--- src/rtl/wb_write_arbiter.sv ---
// Register-file write-port owner: ALU results take priority, load returns are
// formatted on entry and buffered in a small FIFO that drains on ALU-idle cycles.
module wb_write_arbiter #(
    parameter int DEPTH = 2,
    parameter int CW    = 2
) (
    input  logic          clk,
    input  logic          rst,
    input  logic          alu_valid,
    input  logic [4:0]    alu_rd,
    input  logic [31:0]   alu_result,
    input  logic          ld_valid,
    output logic          ld_ready,
    input  logic [4:0]    ld_rd,
    input  logic [2:0]    ld_funct3,
    input  logic [1:0]    ld_addr_lo,
    input  logic [31:0]   ld_rdata,
    output logic          we3,
    output logic [4:0]    a3,
    output logic [31:0]   wd3,
    output logic [CW-1:0] ld_count,
    output logic [31:0]   pend_mask
);
    localparam int PW = (DEPTH > 1) ? $clog2(DEPTH) : 1;

    logic [DEPTH-1:0][4:0]  fifo_rd;
    logic [DEPTH-1:0][31:0] fifo_data;
    logic [DEPTH-1:0]       fifo_vld;
    logic [PW-1:0]          wr_ptr, rd_ptr;
    logic                   src_fifo;
    logic                   alu_go, push, pop;
    logic [31:0]            ld_fmt;
    logic [7:0]             ld_byte;
    logic [15:0]            ld_half;

    assign ld_ready = (ld_count < CW'(DEPTH));
    assign alu_go   = alu_valid && (alu_rd != 5'd0);
    assign push     = ld_valid && ld_ready && (ld_rd != 5'd0);
    assign pop      = !alu_go && (ld_count != '0);

    // Formatting happens before the FIFO so the pop path is a plain mux.
    always_comb begin
        ld_byte = ld_rdata[8*ld_addr_lo +: 8];
        ld_half = ld_addr_lo[1] ? ld_rdata[31:16] : ld_rdata[15:0];
        case (ld_funct3)
            3'b000:  ld_fmt = {{24{ld_byte[7]}}, ld_byte};
            3'b001:  ld_fmt = {{16{ld_half[15]}}, ld_half};
            3'b100:  ld_fmt = {24'd0, ld_byte};
            3'b101:  ld_fmt = {16'd0, ld_half};
            default: ld_fmt = ld_rdata;
        endcase
    end

    always_ff @(posedge clk or posedge rst) begin
        if (rst) begin
            fifo_rd   <= '0;
            fifo_data <= '0;
            fifo_vld  <= '0;
            wr_ptr    <= '0;
            rd_ptr    <= '0;
            ld_count  <= '0;
        end else begin
            if (push) begin
                fifo_rd[wr_ptr]   <= ld_rd;
                fifo_data[wr_ptr] <= ld_fmt;
                wr_ptr            <= PW'((int'(wr_ptr) + 1) % DEPTH);
            end
            if (pop) rd_ptr <= PW'((int'(rd_ptr) + 1) % DEPTH);
            // Push and pop never target the same slot: push needs count<DEPTH.
            for (int i = 0; i < DEPTH; i++) begin
                if (push && wr_ptr == PW'(i))     fifo_vld[i] <= 1'b1;
                else if (pop && rd_ptr == PW'(i)) fifo_vld[i] <= 1'b0;
            end
            if (push && !pop)      ld_count <= ld_count + 1'b1;
            else if (pop && !push) ld_count <= ld_count - 1'b1;
        end
    end

    always_ff @(posedge clk or posedge rst) begin
        if (rst) begin
            we3      <= 1'b0;
            a3       <= '0;
            wd3      <= '0;
            src_fifo <= 1'b0;
        end else if (alu_go) begin
            we3      <= 1'b1;
            a3       <= alu_rd;
            wd3      <= alu_result;
            src_fifo <= 1'b0;
        end else if (pop) begin
            we3      <= 1'b1;
            a3       <= fifo_rd[rd_ptr];
            wd3      <= fifo_data[rd_ptr];
            src_fifo <= 1'b1;
        end else begin
            we3      <= 1'b0;
            src_fifo <= 1'b0;
        end
    end

    always_comb begin
        pend_mask = '0;
        for (int i = 0; i < DEPTH; i++)
            if (fifo_vld[i]) pend_mask[fifo_rd[i]] = 1'b1;
        if (we3 && src_fifo) pend_mask[a3] = 1'b1;
        pend_mask[0] = 1'b0;
    end
endmodule

--- config.mk ---
export PLATFORM = sky130hd
export DESIGN_NAME = wb_write_arbiter
export DESIGN_NICKNAME = d
export VERILOG_FILES = /design/src/rtl/wb_write_arbiter.sv
export SDC_FILE = /design/constraint.sdc
export NUM_CORES = 1
export LEC_CHECK = 0
export BUFFER_PORTS_ARGS = -buffer_cell sky130_fd_sc_hd__buf_2
export CAP_MARGIN = 5
export CORE_MARGIN = 2
export CORE_UTILIZATION = 50
export CTS_BUF_LIST = sky130_fd_sc_hd__clkbuf_4 sky130_fd_sc_hd__clkbuf_8 sky130_fd_sc_hd__clkbuf_16
export DETAILED_ROUTE_END_ITERATION = 8
export GPL_TIMING_DRIVEN = 0
export PLACE_DENSITY = 0.81
export SLEW_MARGIN = 20
export SYNTH_ARGS = -nofsm -noshare
export SYNTH_HDL_FRONTEND = slang
export SYNTH_SLANG_ARGS = --single-unit
export TNS_END_PERCENT = 50
--- constraint.sdc ---
create_clock -name clk -period 9.2 [get_ports clk]
set_clock_uncertainty 0.1 [all_clocks]
set_input_delay 0.46 -clock clk [delete_from_list [all_inputs] [get_ports clk]]
set_output_delay 0.46 -clock clk [all_outputs]
set_load 0.1 [all_outputs]
== Word-level counts from Yosys, hierarchy flattened ==
Index checks and enable logic that the tools add are counted.

* Add/sub/neg operators: 4
* Magnitude comparators: 10
* Eq/ne operators: 3
* Shifts and indexed selects: 1
* Mux-type cells: 34
* Bitwise operators: 4
* Reduce and logical (&&, ||, !) cells: 26

{| class="wikitable"
|+ Operators by type and width
! operator !! number
|-
| $mux W32 || 8
|-
| $pmux W32 S4 || 1
|-
| $bwmux W64 || 1
|-
| $or A32 B32 Y32 || 2
|-
| $demux W32 S1 || 1
|-
| $shiftx A32 B6 Y8 || 1
|-
| $mux W5 || 5
|-
| $lt A5 B6 Y1 const B || 3
|-
| $mux W16 || 1
|-
| $demux W1 S5 || 3
|-
| $ge A5 B1 Y1 const B || 3
|-
| $logic_and A1 B1 Y1 || 15
|-
| $bwmux W10 || 1
|-
| $mux W1 || 10
|-
| $reduce_bool A2 Y1 || 5
|-
| $reduce_bool A5 Y1 || 2
|-
| $eq A3 B3 Y1 const B || 2
|-
| $demux W5 S1 || 1
|-
| $lt A1 B2 Y1 const B || 2
|-
| $mux W2 || 2
|-
| $eq A3 B1 Y1 const B || 1
|-
| $logic_not A1 Y1 || 3
|-
| $logic_not A3 Y1 || 1
|-
| $add A1 B1 Y1 const B || 2
|-
| 5 further kinds || 6
|}

* Flip-flop bits (word level): 119
* Input bits: 83
* Word-level logic and storage cells: 95

== Longest topological paths before layout ==
Gate-level depths: netlist of run 1.

* Depth in word-level cells: 9
* Depth in mapped cells: 8

== Worst setup path before layout of run 1 ==
No wires, ideal clock.

* Path kind: reg2out
* Start point: register a3[2]
* End point: output port pend_mask[4]
* Arrival time: 3.821 ns
* Required time: 8.640 ns
* Slack: 4.819 ns
* Cell stages (with the launch flop): 4
* Path buffers: 1
* Path through: dfrtp_1 > clkbuf_1 > or3b_2 > o21ai_0

* Longest elaborated chain between the ends: 6
* Elaborated cells between the ends (all ways): 7
* Classes of those cells: 2 x order compare; 3 x mux; 1 x bitwise; 1 x reduce/logical

{| class="wikitable"
|+ Ends and longest elaborated chain
! element !! RTL line !! source
|-
| start, declared || 19 || <nowiki>output logic [4:0] a3,</nowiki>
|-
| start signal, assigned || 87 || <nowiki>a3 <= alu_rd;</nowiki>
|-
| start signal, assigned || 92 || <nowiki>a3 <= fifo_rd[rd_ptr];</nowiki>
|-
| $lt A5 B6 Y1 (implied by the code) / $ge A5 B1 Y1 (equally long branches) || 105 || <nowiki>if (we3 && src_fifo) pend_mask[a3] = 1'b1;</nowiki>
|-
| $logic_and A1 B1 Y1 (implied by the code) || 105 ||
|-
| $mux W1 (implied by the code) || 105 ||
|-
| $demux W1 S5 * || 105 ||
|-
| $or A32 B32 Y32 (no source line) * || -- ||
|-
| $mux W32 * || 105 ||
|-
| end, declared || 22 || <nowiki>output logic [31:0] pend_mask</nowiki>
|}

Every way passes the cells marked *; elsewhere a longest branch is shown, timed or not.

== Final worst setup path of run 1 ==
* Start point: register fifo_rd[5] (netlist bit)
* End point: output port pend_mask[10]

* Longest elaborated chain between the ends: 8
* Elaborated cells between the ends (all ways): 9
* Classes of those cells: 2 x order compare; 4 x mux; 2 x bitwise; 1 x reduce/logical

{| class="wikitable"
|+ Ends and longest elaborated chain
! element !! RTL line !! source
|-
| start, declared || 26 || <nowiki>logic [DEPTH-1:0][4:0] fifo_rd;</nowiki>
|-
| start signal, assigned by index || 64 || <nowiki>fifo_rd[wr_ptr] <= ld_rd;</nowiki>
|-
| $lt A5 B6 Y1 (implied by the code) / $ge A5 B1 Y1 (equally long branches) || 104 || <nowiki>if (fifo_vld[i]) pend_mask[fifo_rd[i]] = 1'b1;</nowiki>
|-
| $logic_and A1 B1 Y1 (implied by the code) || 104 ||
|-
| $mux W1 (implied by the code) || 104 ||
|-
| $demux W1 S5 * || 104 ||
|-
| $or A32 B32 Y32 (no source line) * || -- ||
|-
| $mux W32 * || 104 ||
|-
| $or A32 B32 Y32 (no source line) || -- ||
|-
| $mux W32 * || 105 ||
|}

Marks and branches as above.

==> summary by stage, run 1 <==
Critical path
The largest fanout on the critical path is 8. For the worst setup path, the data required time is 8640 ps. The category of the most critical setup path is flop to output pin. STA classifies the critical path startpoint as a flop. The worst setup path is captured at an output pin.

The data arrival time of the worst path is 2490 ps.

Global routing
The all-layer global routing usage is 30.9%. The total congestion overflow after global routing is 0. The wire length of the first global-routing pass is 31.8 mm. The initial antenna violation count is 0. The maximum number of pins on one net before global-route repair is 70. The number of global-route vias before repair is 6064.

Synthesis
The most used flip-flop cell after synthesis is sky130_fd_sc_hd__dfrtp_1. Averaged over all synthesized cells, the footprint is 9.12 um2. Synthesis produced a netlist with a net count of 781.

The count of warnings emitted by yosys is 0. In this run, synthesis inferred 0 flip-flops with an integrated enable. The largest total area in the synthesized netlist belongs to sky130_fd_sc_hd__dfrtp_1. The gate count of the mapped netlist is 697. In this run, synthesis produced a sequential element count of 119. Yosys attributes the largest share of cell area to sky130_fd_sc_hd__dfrtp_1, sky130_fd_sc_hd__nand2_1, sky130_fd_sc_hd__a21oi_1, sky130_fd_sc_hd__a221o_1, sky130_fd_sc_hd__nor2_1.

sky130_fd_sc_hd__nand2_1 is the most common cell in the netlist. The post-synthesis cell area is 6350 um2. Sequential cells were found to cover 46.9% of the synthesized design area. The top-area cell type share of the netlist area is 46.9%. Counting instances in the post-synthesis netlist gives the leading cell types as sky130_fd_sc_hd__nand2_1, sky130_fd_sc_hd__dfrtp_1, sky130_fd_sc_hd__a21oi_1. The proportion of synthesized flip-flops having asynchronous set or reset is 100%. The unique cell type count in the Yosys netlist is 56.

Floorplanning
For this configuration, the core starts out at a cell density of 50.8%. The overall die area is 13600 um2. After floorplanning, the core was sized to cover 12500 um2. The floorplan has 41 rows. The overall die height is 117 um. 156 I/O pins were placed. The x dimension of the die is 117 um.

Clocking
The clock input transition at the sequential cells of the worst setup and hold paths is 50 ps. The post-CTS setup repair buffer count is 0. TritonCTS built the clock tree. The clock insertion delay at the later pin of the skew report is 420 ps.

The total CTS buffers is 17. Clock tree synthesis found a total of 119 sinks. The H-tree depth is 4. The post-cts sizing count is 0.

Clock tree synthesis selected as its root buffer the cell sky130_fd_sc_hd__clkbuf_16. No sink is reached through more buffers than the 2 on the longest clock path.

Timing
For the pin with the worst max-slew slack, the measured transition is 1000 ps. Setup violations remaining at the end of the flow were counted as 0. Based on the critical path, the design can be clocked at up to 327 MHz.

Setup repair after global routing left no endpoint under its margin. The final count of pins violating max slew is 0. The worst path needs 3050 ps of the cycle, external delays included.

The number of hold-slack violations in the final timing report was 0. The worst slew margin relative to its limit is 33.0%. The post-route clock period utilization is 33.2%. Summed over all failing endpoints, the final setup total negative slack is 0 ps.

Route
After the first detailed-routing iteration, the DRC count stood at 724. The total via count in the routed design is 6356. In the final routed layout, each cell accounts on average for 19.3 um. The number of detailed-route iterations in the first pass is 7. In the routed layout, each cell is associated on average with a via count of 6.03. The final layout contains routed wiring with a total length of 20.3 mm. The post-route DRC violation count is 0.

In this run the remaining antenna-violating nets after routing total 0.

Power
VDD sags by at most 296 uV. Power spread over the standard cell area amounts to 439 nW/um2. The total power consumption of the routed design is 3510 uW. The standby leakage power is 0.00367 uW.

Final layout
The post-route netlist has 26.4% of its cells at a drive strength greater than 1. After routing the design area is 8000 um2. The area growth from synthesis to layout is 25.9%.

For this run, the post-layout net count is 954. The number of antenna diodes in the final layout is 0.

Placement
The routability-driven placement congestion ratio is 0.929. Summed over all nets, the half-perimeter wirelength after detailed placement is 14.6 mm. The post-place instance area is 7360 um2. The number of I/O port buffers is 152.

Flow run
Max-cap violations in this run came to 0.

Worst hold path
The path class of the lowest-slack min-delay path is input port to flop.

Run status
The flow ran to the end, and the final reports show no timing, DRC or antenna violations.
through the flow:
stage	util (%)	worst slack [ps]	hold WS [ps]	cells
after detailed placement	58.8	6710	371	1022
after CTS	63.9	6260	149	1054
after floorplan	-	4820	349	697
after global placement	58.6	4190	364	1021
final	63.9	6150	150	1054
after global routing	63.9	5990	168	1054
critical path: stages (launching register included):
cell	delay, ps
sky130_fd_sc_hd__dfrtp_1	450
sky130_fd_sc_hd__nor3b_1	840
sky130_fd_sc_hd__a22oi_1	210
sky130_fd_sc_hd__o21ai_0	130
sky130_fd_sc_hd__buf_2	440
metal layers:
metal	share of wire [%]	vias up	track usage, %
met1	41	3074	40.4
li1	-	2857	-
met3	7.5	55	6.33
met2	48	370	50.8
met4	3.2	0	12.2
met5	0	-	0
logic make-up (layout without fill, tap and decap cells):
group / count (synthesis) / count (layout) / share of synthesized area (%)
buffers and inverters: 72 / 257 / 5.12
multiplexers: 33 / 33 / 6.03
XOR/XNOR: 5 / 5 / 0.689
AO/OA/AOI/OAI: 210 / 210 / 22.3
AND/OR/NAND/NOR: 256 / 256 / 18.7
adder cells (fa/ha/maj): 1 / 1 / 0.197
flip-flops: 119 / 119 / 46.9
other: 1 / 1 / 0.0590
report_power, final:
part           total, uW  switching, uW  internal [uW]
combinational       1880           1440            441
clock                698            233            465
sequential           936            160            776
timing repair:
item                                    in CTS  in global routing
hold endpoints to repair                     2                  0
endpoints found under the setup margin       0                  0
hold buffers                                 1                  0
cells in the final DEF (no fill, tap or decap), types with 4 or more instances in the layout:
| cell type | instances |
|---|---|
| sky130_fd_sc_hd__a221oi_1 | 7 |
| sky130_fd_sc_hd__a21oi_1 | 72 |
| sky130_fd_sc_hd__nand3_1 | 16 |
| sky130_fd_sc_hd__mux2_4 | 6 |
| sky130_fd_sc_hd__a221o_1 | 27 |
| sky130_fd_sc_hd__clkbuf_8 | 6 |
| sky130_fd_sc_hd__dfrtp_1 | 119 |
| sky130_fd_sc_hd__clkbuf_1 | 33 |
| sky130_fd_sc_hd__mux2_2 | 8 |
| sky130_fd_sc_hd__clkbuf_16 | 17 |
| sky130_fd_sc_hd__or3_1 | 5 |
| sky130_fd_sc_hd__nor3_1 | 4 |
| sky130_fd_sc_hd__nor2_1 | 63 |
| sky130_fd_sc_hd__buf_4 | 5 |
| sky130_fd_sc_hd__a22oi_1 | 15 |
| sky130_fd_sc_hd__a31oi_1 | 4 |
| sky130_fd_sc_hd__nor3b_1 | 9 |
| sky130_fd_sc_hd__o21ai_0 | 42 |
| sky130_fd_sc_hd__clkinv_2 | 4 |
| sky130_fd_sc_hd__buf_2 | 163 |
| sky130_fd_sc_hd__a211oi_1 | 7 |
| sky130_fd_sc_hd__o22ai_1 | 6 |
| sky130_fd_sc_hd__nand2_1 | 122 |
| sky130_fd_sc_hd__inv_1 | 15 |
| sky130_fd_sc_hd__o221ai_1 | 17 |
| sky130_fd_sc_hd__nand3b_1 | 21 |
| sky130_fd_sc_hd__mux2i_1 | 18 |
registers in the layout, summed over array words and instances, names as in the netlist:
register / flops
a3: 5
fifo_data: 64
wd3: 32
rd_ptr: 1
fifo_rd: 10
ld_count: 2
src_fifo: 1
fifo_vld: 2
we3: 1
wr_ptr: 1
final cells by class:
type	count	area, um2
Clock inverter	8	118
Timing Repair Buffer	154	798
Tap cell	172	215
Sequential cell	119	2980
Inverter	17	68.8
Fill cell	1090	4520
Buffer	55	262
Multi-Input combinational cell	506	3050
Clock buffer	23	508
path summary, 6_finish.rpt:
path / end / cells after the start / from / slack, ps
max: pend_mask[10] / 4 / fifo_rd[5]$_DFFE_PP0P_ / 6150
min: wd3[11]$_DFFE_PP0P_ / 3 / alu_result[11] / 150
max reg2reg: wd3[9]$_DFFE_PP0P_ / 6 / ld_count[0]$_DFFE_PP0P_ / 6900
min reg2reg: fifo_data[8]$_DFFE_PP0P_ / 2 / fifo_data[8]$_DFFE_PP0P_ / 380
max in group asynchronous: fifo_data[43]$_DFFE_PP0P_ / 4 / rst / 7760
min in group asynchronous: ld_count[0]$_DFFE_PP0P_ / 3 / rst / 530
(Power assumes the default switching activity.)
==> run 2, diff against run 1 <==
==> constraint.sdc (replaced) <==
create_clock -name clk -period 3.2 [get_ports clk]
set_clock_uncertainty 0.1 [all_clocks]
set_input_delay 0.16 -clock clk [delete_from_list [all_inputs] [get_ports clk]]
set_output_delay 0.16 -clock clk [all_outputs]
set_load 0.1 [all_outputs]
==> run 2 against run 1 <==
Compared with the run above:
- clock-buffer cell count is the same
- sequential power rose to 2.9 times the previous value
- clock power rose to 2.8 times the previous value
- critical path type unchanged
- critical endpoint unchanged
- first-iteration DRC count increased by 24%
- wire length increased by 10%
- largest power group unchanged
- sequential cell count stayed put
- worst setup slack worse by 5700 ps
==> summary by stage, run 2 (synthesis gave the netlist of run 1 again) <==
Placement
The routability-driven placement congestion ratio is 0.931. The number of placed instances, taps included, is 1024. The sum of net half-perimeters after detailed placement is 14.8 mm. The number of I/O port buffers is 152. In this run the cell area measured after placement is 7400 um2. Before CTS, the worst setup slack after placement is 933 ps.

Critical path
Data on the critical path is required at its endpoint by 2940 ps. STA classifies the critical path startpoint as a flop. The worst-case reg-to-reg path depth is 6. The endpoint of the worst register-to-register path is a3[0]$_DFFE_PP0P_. The gate family responsible for the most delay along the worst path is simple AND/OR/NAND/NOR gates. STA puts the critical path data arrival time at 2470 ps.

The worst setup path is of the flop to output pin kind. Along the worst path, the maximum fanout reaches 8. The largest incremental delay on the critical path is 860 ps. Walking the worst path, the cells encountered are nor3b_1, a22oi_1, o21ai_0, buf_2. The startpoint of the most critical register-to-register path is rd_ptr$_DFFE_PP0P_. The setup slack of the worst register-to-register path is 630 ps. The worst setup path is captured at an output pin. Counting both buffers and inverters, the worst setup path holds a total of 1.

On the critical path, the stage with the largest delay is an instance of sky130_fd_sc_hd__nor3b_1. The logic depth of the worst path, buffers included is 4.

Global routing
The number of global-route vias before repair was 6606. The total congestion overflow after global routing is 0. The initial antenna violation count is 0. Global routing used 34.0% of the available tracks across all layers.

Entering global routing, the biggest net connects 36 pins. The first global-routing pass estimated 34.9 mm of wire.

Clocking
The clock input transition at the sequential cells of the worst setup and hold paths is 50 ps. TritonCTS created 17 clock buffers. CTS saw 119 sinks. The clock insertion delay at the later pin of the skew report is 420 ps.

The number of setup buffers added after CTS is 0. The post-cts sizing count is 0. The H-tree depth is 4. The longest clock path from root to sink contains 2 buffers. The CTS tree is built.

Clock tree synthesis selected as its root buffer the cell sky130_fd_sc_hd__clkbuf_16.

Run status
The flow ran to the end, and the final reports show no timing, DRC or antenna violations.

Route
The number of routed nets with antenna violations is 0. Dividing the detail-routed wire length by the instance count gives 20.0 um. The first detailed-routing pass took 6 iterations. The total via count in the routed design is 6777. For this block, the routed nets add up to 22.4 mm of wire. After the first detailed-routing iteration, the DRC count stood at 897. The post-route DRC violation count is 0. The detail-routed via count per cell is 6.05.

Worst hold path
Counting instances, the worst hold path has a depth of 3. The path class of the lowest-slack min-delay path is input port to flop. For hold timing, the worst endpoint is wr_ptr$_DFFE_PP0P_. In this run the most critical hold path is launched from ld_valid.

Timing
The final period demand of the worst path is 2730 ps. Headroom to the max-slew limit came out at 30.7%. The maximum clock frequency is 366 MHz.

The number of hold-slack violations in the final timing report was 0. At the pin with the least slew margin, the transition time is 1040 ps. The final critical-path setup slack is 468 ps. Setup violations remaining at the end of the flow were counted as 0. Setup repair after global routing left no endpoint under its margin. The final count of pins violating max slew is 0. Dividing the final minimum period by the clock period gives 85.4%.

Final layout
More flip-flops sit in one register than any other, and that register is fifo_data. The final instance area is 8660 um2. The area growth from synthesis to layout is 36.3%. The most common library cell in the layout ignoring fill and taps is sky130_fd_sc_hd__buf_2. Summing all multi-input logic gate instances after layout gives 3060 um2. The repair_antennas step left the layout with diodes totalling 0. The top cell types in the final layout, fill and taps aside, are sky130_fd_sc_hd__buf_2, sky130_fd_sc_hd__nand2_1, sky130_fd_sc_hd__dfrtp_1. After the flow finishes, the layout carries non-filler instances totaling 1121. In the final design database the tool counted 1021 nets.

The register with the most flip-flops in the layout has 64 of them. The largest registers in the layout are fifo_data: 64 flops, wd3: 32 flops, fifo_rd: 10 flops. The share of layout cells above drive strength 1 is 25.0%. The filler cells instantiated in the layout total 965. The sequential cell area is 2980 um2.

Floorplanning
The floorplan has 41 rows. The number of top-level pins is 156. The effective utilization at floorplan is 50.8%. In this run the vertical extent of the chip is 117 um. The die covers 13600 um2.

The x dimension of the die is 117 um. The area of the placeable core is 12500 um2.

Power
The power density over the cells is 1180 nW/um2. The standby leakage power is 0.00395 uW. The total power consumption of the routed design is 10200 uW.

The maximum vdd drop is 846 uV.

Flow run
Max-cap violations in this run came to 0.
run 2: cell count changes in the layout (fill, tap and decap cells not counted), moves of 2 or more:
| cell | previous run | this run |
|---|---|---|
| sky130_fd_sc_hd__dlygate4sd3_1 | 1 | 66 |
| sky130_fd_sc_hd__o21ai_0 | 42 | 36 |
| sky130_fd_sc_hd__o21ai_1 | 1 | 5 |
| sky130_fd_sc_hd__buf_12 | 0 | 3 |
| sky130_fd_sc_hd__clkinvlp_4 | 1 | 3 |
| sky130_fd_sc_hd__o21ai_2 | 1 | 3 |
run 2: area by class of cell:
cell class,instances,area share [%]
Multi-Input combinational cell,506,35.3
Tap cell,172,2.49
Inverter,17,0.780
Clock buffer,23,5.79
Sequential cell,119,34.4
Timing Repair Buffer,221,17.1
Clock inverter,8,1.10
Buffer,55,3.02
run 2: where the power goes:
part,switching (uW),internal (uW),total (uW)
registers,478,2230,2710
clock network,687,1250,1930
logic,4200,1360,5560
run 2: worst register-to-register path, cell delays in order, from the launching register on:
cell                            delay (ps)
sky130_fd_sc_hd__dfrtp_1               470
sky130_fd_sc_hd__clkbuf_1              360
sky130_fd_sc_hd__clkbuf_1              590
sky130_fd_sc_hd__nand3_1               160
sky130_fd_sc_hd__a21oi_1               170
sky130_fd_sc_hd__a221o_1               120
sky130_fd_sc_hd__dlygate4sd3_1         540
run 2: how the worst max path moves through the flow:
stage                                endpoint                    start  slack (ps)
final                           pend_mask[10]   fifo_rd[6]$_DFFE_PP0P_         470
after global routing             pend_mask[6]   fifo_rd[5]$_DFFE_PP0P_         270
after CTS                       pend_mask[10]   fifo_rd[6]$_DFFE_PP0P_         530
after detailed placement  wd3[20]$_DFFE_PP0P_  ld_count[0]$_DFFE_PP0P_         930
after global placement    wd3[26]$_DFFE_PP0P_                      rst         740
after floorplan                 pend_mask[17]            we3$_DFF_PP0_        -610
run 2: metrics by stage:
step                hold WS, ps  util, %  setup TNS (ps)
CTS                        38.5     69.2               0
floorplan                   165        -           -6780
detailed placement          125     59.1               0
global placement            263     58.6               0
global route               86.6     69.2               0
finish                     42.8     69.2               0
run 2: routing by layer:
metal	part of all wire, %	track usage (%)	wire [um]
met3	8.9	8.67	1990
met2	48	56.8	10800
met4	5.0	16.8	1120
met5	0	0	0
met1	38	41.1	8470
run 2: what timing repair did:
item / in CTS / in global routing
setup endpoints to repair: 0 / 0
hold endpoints to repair: 100 / 0
hold buffers: 66 / 0
==> run 3, diff against run 2 <==
--- a/config.mk
+++ b/config.mk
@@ -8,13 +8,14 @@
 export BUFFER_PORTS_ARGS = -buffer_cell sky130_fd_sc_hd__buf_2
 export CAP_MARGIN = 5
 export CORE_MARGIN = 2
-export CORE_UTILIZATION = 50
+export CORE_UTILIZATION = 49
 export CTS_BUF_LIST = sky130_fd_sc_hd__clkbuf_4 sky130_fd_sc_hd__clkbuf_8 sky130_fd_sc_hd__clkbuf_16
 export DETAILED_ROUTE_END_ITERATION = 8
 export GPL_TIMING_DRIVEN = 0
-export PLACE_DENSITY = 0.81
+export MAX_ROUTING_LAYER = met4
+export PLACE_DENSITY = 0.82
 export SLEW_MARGIN = 20
 export SYNTH_ARGS = -nofsm -noshare
 export SYNTH_HDL_FRONTEND = slang
 export SYNTH_SLANG_ARGS = --single-unit
-export TNS_END_PERCENT = 50
+export TNS_END_PERCENT = 30
==> constraint.sdc (replaced) <==
create_clock -name clk -period 2.2 [get_ports clk]
set_clock_uncertainty 0.1 [all_clocks]
set_input_delay 0.11 -clock clk [delete_from_list [all_inputs] [get_ports clk]]
set_output_delay 0.11 -clock clk [all_outputs]
set_load 0.1 [all_outputs]
==> run 3 against run 2 <==
Compared with the run above:
- the flow now finishes with violations (setup timing)
- clock-buffer cell count increased by 1
- critical endpoint is now pend_mask[28]
- power rose by 51%
- clock power rose by 58%
- die area rose by 2.0%
- core utilization up 2.3 points
- non-clock buffer count shrank 12
- critical path type unchanged
- sequential share of layout area down 1.2 points
- worst hold slack lost 19 ps
==> summary by stage, run 3 (synthesis gave the netlist of run 1 again) <==
Floorplanning
The overall die area is 13900 um2. For this configuration, the core starts out at a cell density of 50.3%. The standard-cell row count is 41. The area of the placeable core is 12600 um2. Pin placement for this block handled 156 I/O pins. The floorplan step set the die width to 118 um.

The overall die height is 118 um.

Critical path
STA classifies the critical path endpoint as an output pin. The endpoint identified for the worst register-to-register timing path is wd3[6]$_DFFE_PP0P_. Grouping stages by cell kind, the critical path spends the most delay in buffers and inverters.

The startpoint of the most critical register-to-register path is ld_count[0]$_DFFE_PP0P_. The largest incremental delay on the critical path is 450 ps. The kind of start point of the critical path is a flop.

The setup slack of the worst register-to-register path is 100 ps. At the worst endpoint, the required time is 1990 ps. The sum of buffers and inverters on the critical path is 2. The worst-case reg-to-reg path depth is 6. The signal on the critical path passes through or3_1, clkbuf_1, o221ai_1, buf_6. The master of the slowest instance on the critical path is sky130_fd_sc_hd__dfrtp_2. By startpoint and endpoint, the worst setup path is classified as flop to output pin. The largest fanout on the critical path is 7. The data arrival time of the worst path is 1990 ps.

Route
The uppermost metal layer occupied by signal nets is met4. After detailed routing, the number of remaining DRC violations is 0. The wire length on met1 is 8.50 mm.

The aggregate routed wire length is 22.1 mm. The violation count after the first detailed-route iteration is 737. The routed length on met3 is 2.04 mm.

The detail-routed via count per cell is 6.09. In this run the remaining antenna-violating nets after routing total 0. Wire segments on met2 add up to 10.7 mm in the final route. Detailed routing inserted a total of 6756 vias.

The final routed wire length divided by cell count is 19.9 um. The first TritonRoute pass finished after 6 iterations.

Timing
Final hold analysis gives a worst-case slack of 23.6 ps. The number of hold-slack violations in the final timing report is 0. Setup violations remaining at the end of the flow were counted as 1.

The maximum clock frequency is 454 MHz. The final period demand of the worst path is 2200 ps. The worst slew margin relative to its limit is 52.4%. Setup repair after global routing could not meet its margin everywhere. The final critical-path setup slack is -4.15 ps. The measured slew at the worst slew-check pin is 714 ps.

The final count of pins violating max slew is 0. The post-route clock period utilization is 100%.

Final layout
The final design utilization is 71.4%. The diode insertion count for antenna repair is 0. The register with the most flip-flops in the layout has 64 of them.

In the final layout, the share of cells above drive strength 1 is 30.4%. Counting flops per register, the top entry is fifo_data. Counting the fill cells in the layout gives 905. The library cells used most frequently in the layout, excluding fill and tap cells, are sky130_fd_sc_hd__buf_2, sky130_fd_sc_hd__nand2_1, sky130_fd_sc_hd__dfrtp_1. The largest registers in the layout are fifo_data: 64 flops, wd3: 32 flops, fifo_rd: 10 flops. The post-layout net count is 1009. From synthesis to final layout, the design area changed by 41.9%.

The most common library cell in the layout ignoring fill and taps is sky130_fd_sc_hd__buf_2.

Worst hold path
In this run the worst hold path is classified as input port to flop. Along the worst hold path, the cell count comes to 3. The worst hold path begins at ld_rdata[10]. For hold timing, the worst endpoint is fifo_data[10]$_DFFE_PP0P_.

Run status
The flow ran to the end, but the final reports show violations. The checks that failed: setup timing.

Placement
Input and output buffers added on the ports amount to 152. The sum of net half-perimeters after detailed placement is 15.0 mm. The routability-driven placement congestion ratio is 0.944.

Global routing
The wire length of the first global-routing pass is 35.4 mm. The total overflow left after global routing is 0. The initial antenna violation count came to 0.

The number of global-route vias before repair is 6694. For this run, the total global-route usage over all layers was measured as 33.1%. The maximum number of pins on one net before global-route repair is 34.

Clocking
In this run the number of H-tree levels came out at 4. The cell sitting at the root of the clock tree is a sky130_fd_sc_hd__clkbuf_16. At the later pin of the worst-skew pair, clock insertion delay measures 430 ps. The number of clock sinks seen by CTS is 119. No sink is reached through more buffers than the 2 on the longest clock path.

After clock tree synthesis, the clock-pin slew on the worst setup and hold paths is 50 ps. Counting the buffers created by CTS gives 17. The CTS tree is built.

Power
Sequential cells account for 27.6% of the total power. Of the total power, combinational logic draws 52.6%. The net switching power is 7960 uW. The maximum vdd drop is 1330 uV. The internal power of the cells totals 7430 uW. The net switching fraction of the power is 51.7%. In this run the static leakage power is 0.00402 uW. Dividing total power by cell area gives a power density of 1710 nW/um2.

The portion of total power attributed to the clock network is 19.7%.

Flow run
The number of max-cap violations is 0.
==> run 3: worst min-delay path, delay by kind of cell <==
family | cells | cell delay [ps]
compound gates | 2 | 290
buf+inv | 1 | 110
==> run 3: area by class of cell <==
type / count / area, um2 / area share (%)
buffer: 44 / 236 / 2.62
clock buffer: 24 / 503 / 5.58
clock inverter: 8 / 143 / 1.58
inverter: 17 / 67.6 / 0.749
multi-input combinational: 506 / 3270 / 36.3
sequential: 119 / 2990 / 33.2
tap: 172 / 215 / 2.39
timing repair buffer: 220 / 1590 / 17.6
==> run 3: stage by stage <==
step / instance area (um2) / cells / setup slack [ps] / setup TNS [ps] / total power, uW
after floorplan: 6480 / 697 / -810 / -35060 / 10100
after global placement: 7450 / 1021 / -372 / -24410 / 11600
after detailed placement: 7540 / 1025 / -99.2 / -593 / 11800
after CTS: 8910 / 1112 / 0.112 / 0 / 15100
after global routing: 9020 / 1110 / -81.0 / -307 / 16000
final: 9020 / 1110 / -4.15 / -4.15 / 15400
==> run 3: layer usage <==
layer / vias to the layer above / global-route usage (%)
met5: - / -
met4: 0 / 13.9
met3: 81 / 7.03
met2: 479 / 53.3
met1: 3234 / 40.8
li1: 2962 / -
==> run 3: worst max-delay path by stage <==
stage | startpoint | to | cells past startpoint
final | a3[1]$_DFFE_PP0P_ | pend_mask[28] | 4
after global routing | a3[1]$_DFFE_PP0P_ | pend_mask[24] | 4
after CTS | a3[0]$_DFFE_PP0P_ | pend_mask[31] | 3
after detailed placement | ld_count[0]$_DFFE_PP0P_ | wd3[20]$_DFFE_PP0P_ | 6
after global placement | rst | a3[2]$_DFFE_PP0P_ | 2
after floorplan | we3$_DFF_PP0_ | pend_mask[12] | 4
==> run 3: power by group through the flow <==
stage	Clock (uW)	Sequential (uW)	Combinational [uW]
after detailed placement	0	3910	7870
after global placement	0	3870	7720
final	3040	4250	8100
after floorplan	0	6130	3950
after global routing	3130	4360	8480
after CTS	3020	4090	7940
==> run 3: repair_timing <==
item	CTS	global route
hold buffers	62	0
setup buffers	0	2
resized for setup	43	32
hold endpoints to repair	115	0
pin swaps	0	1
endpoints found under the setup margin	41	72
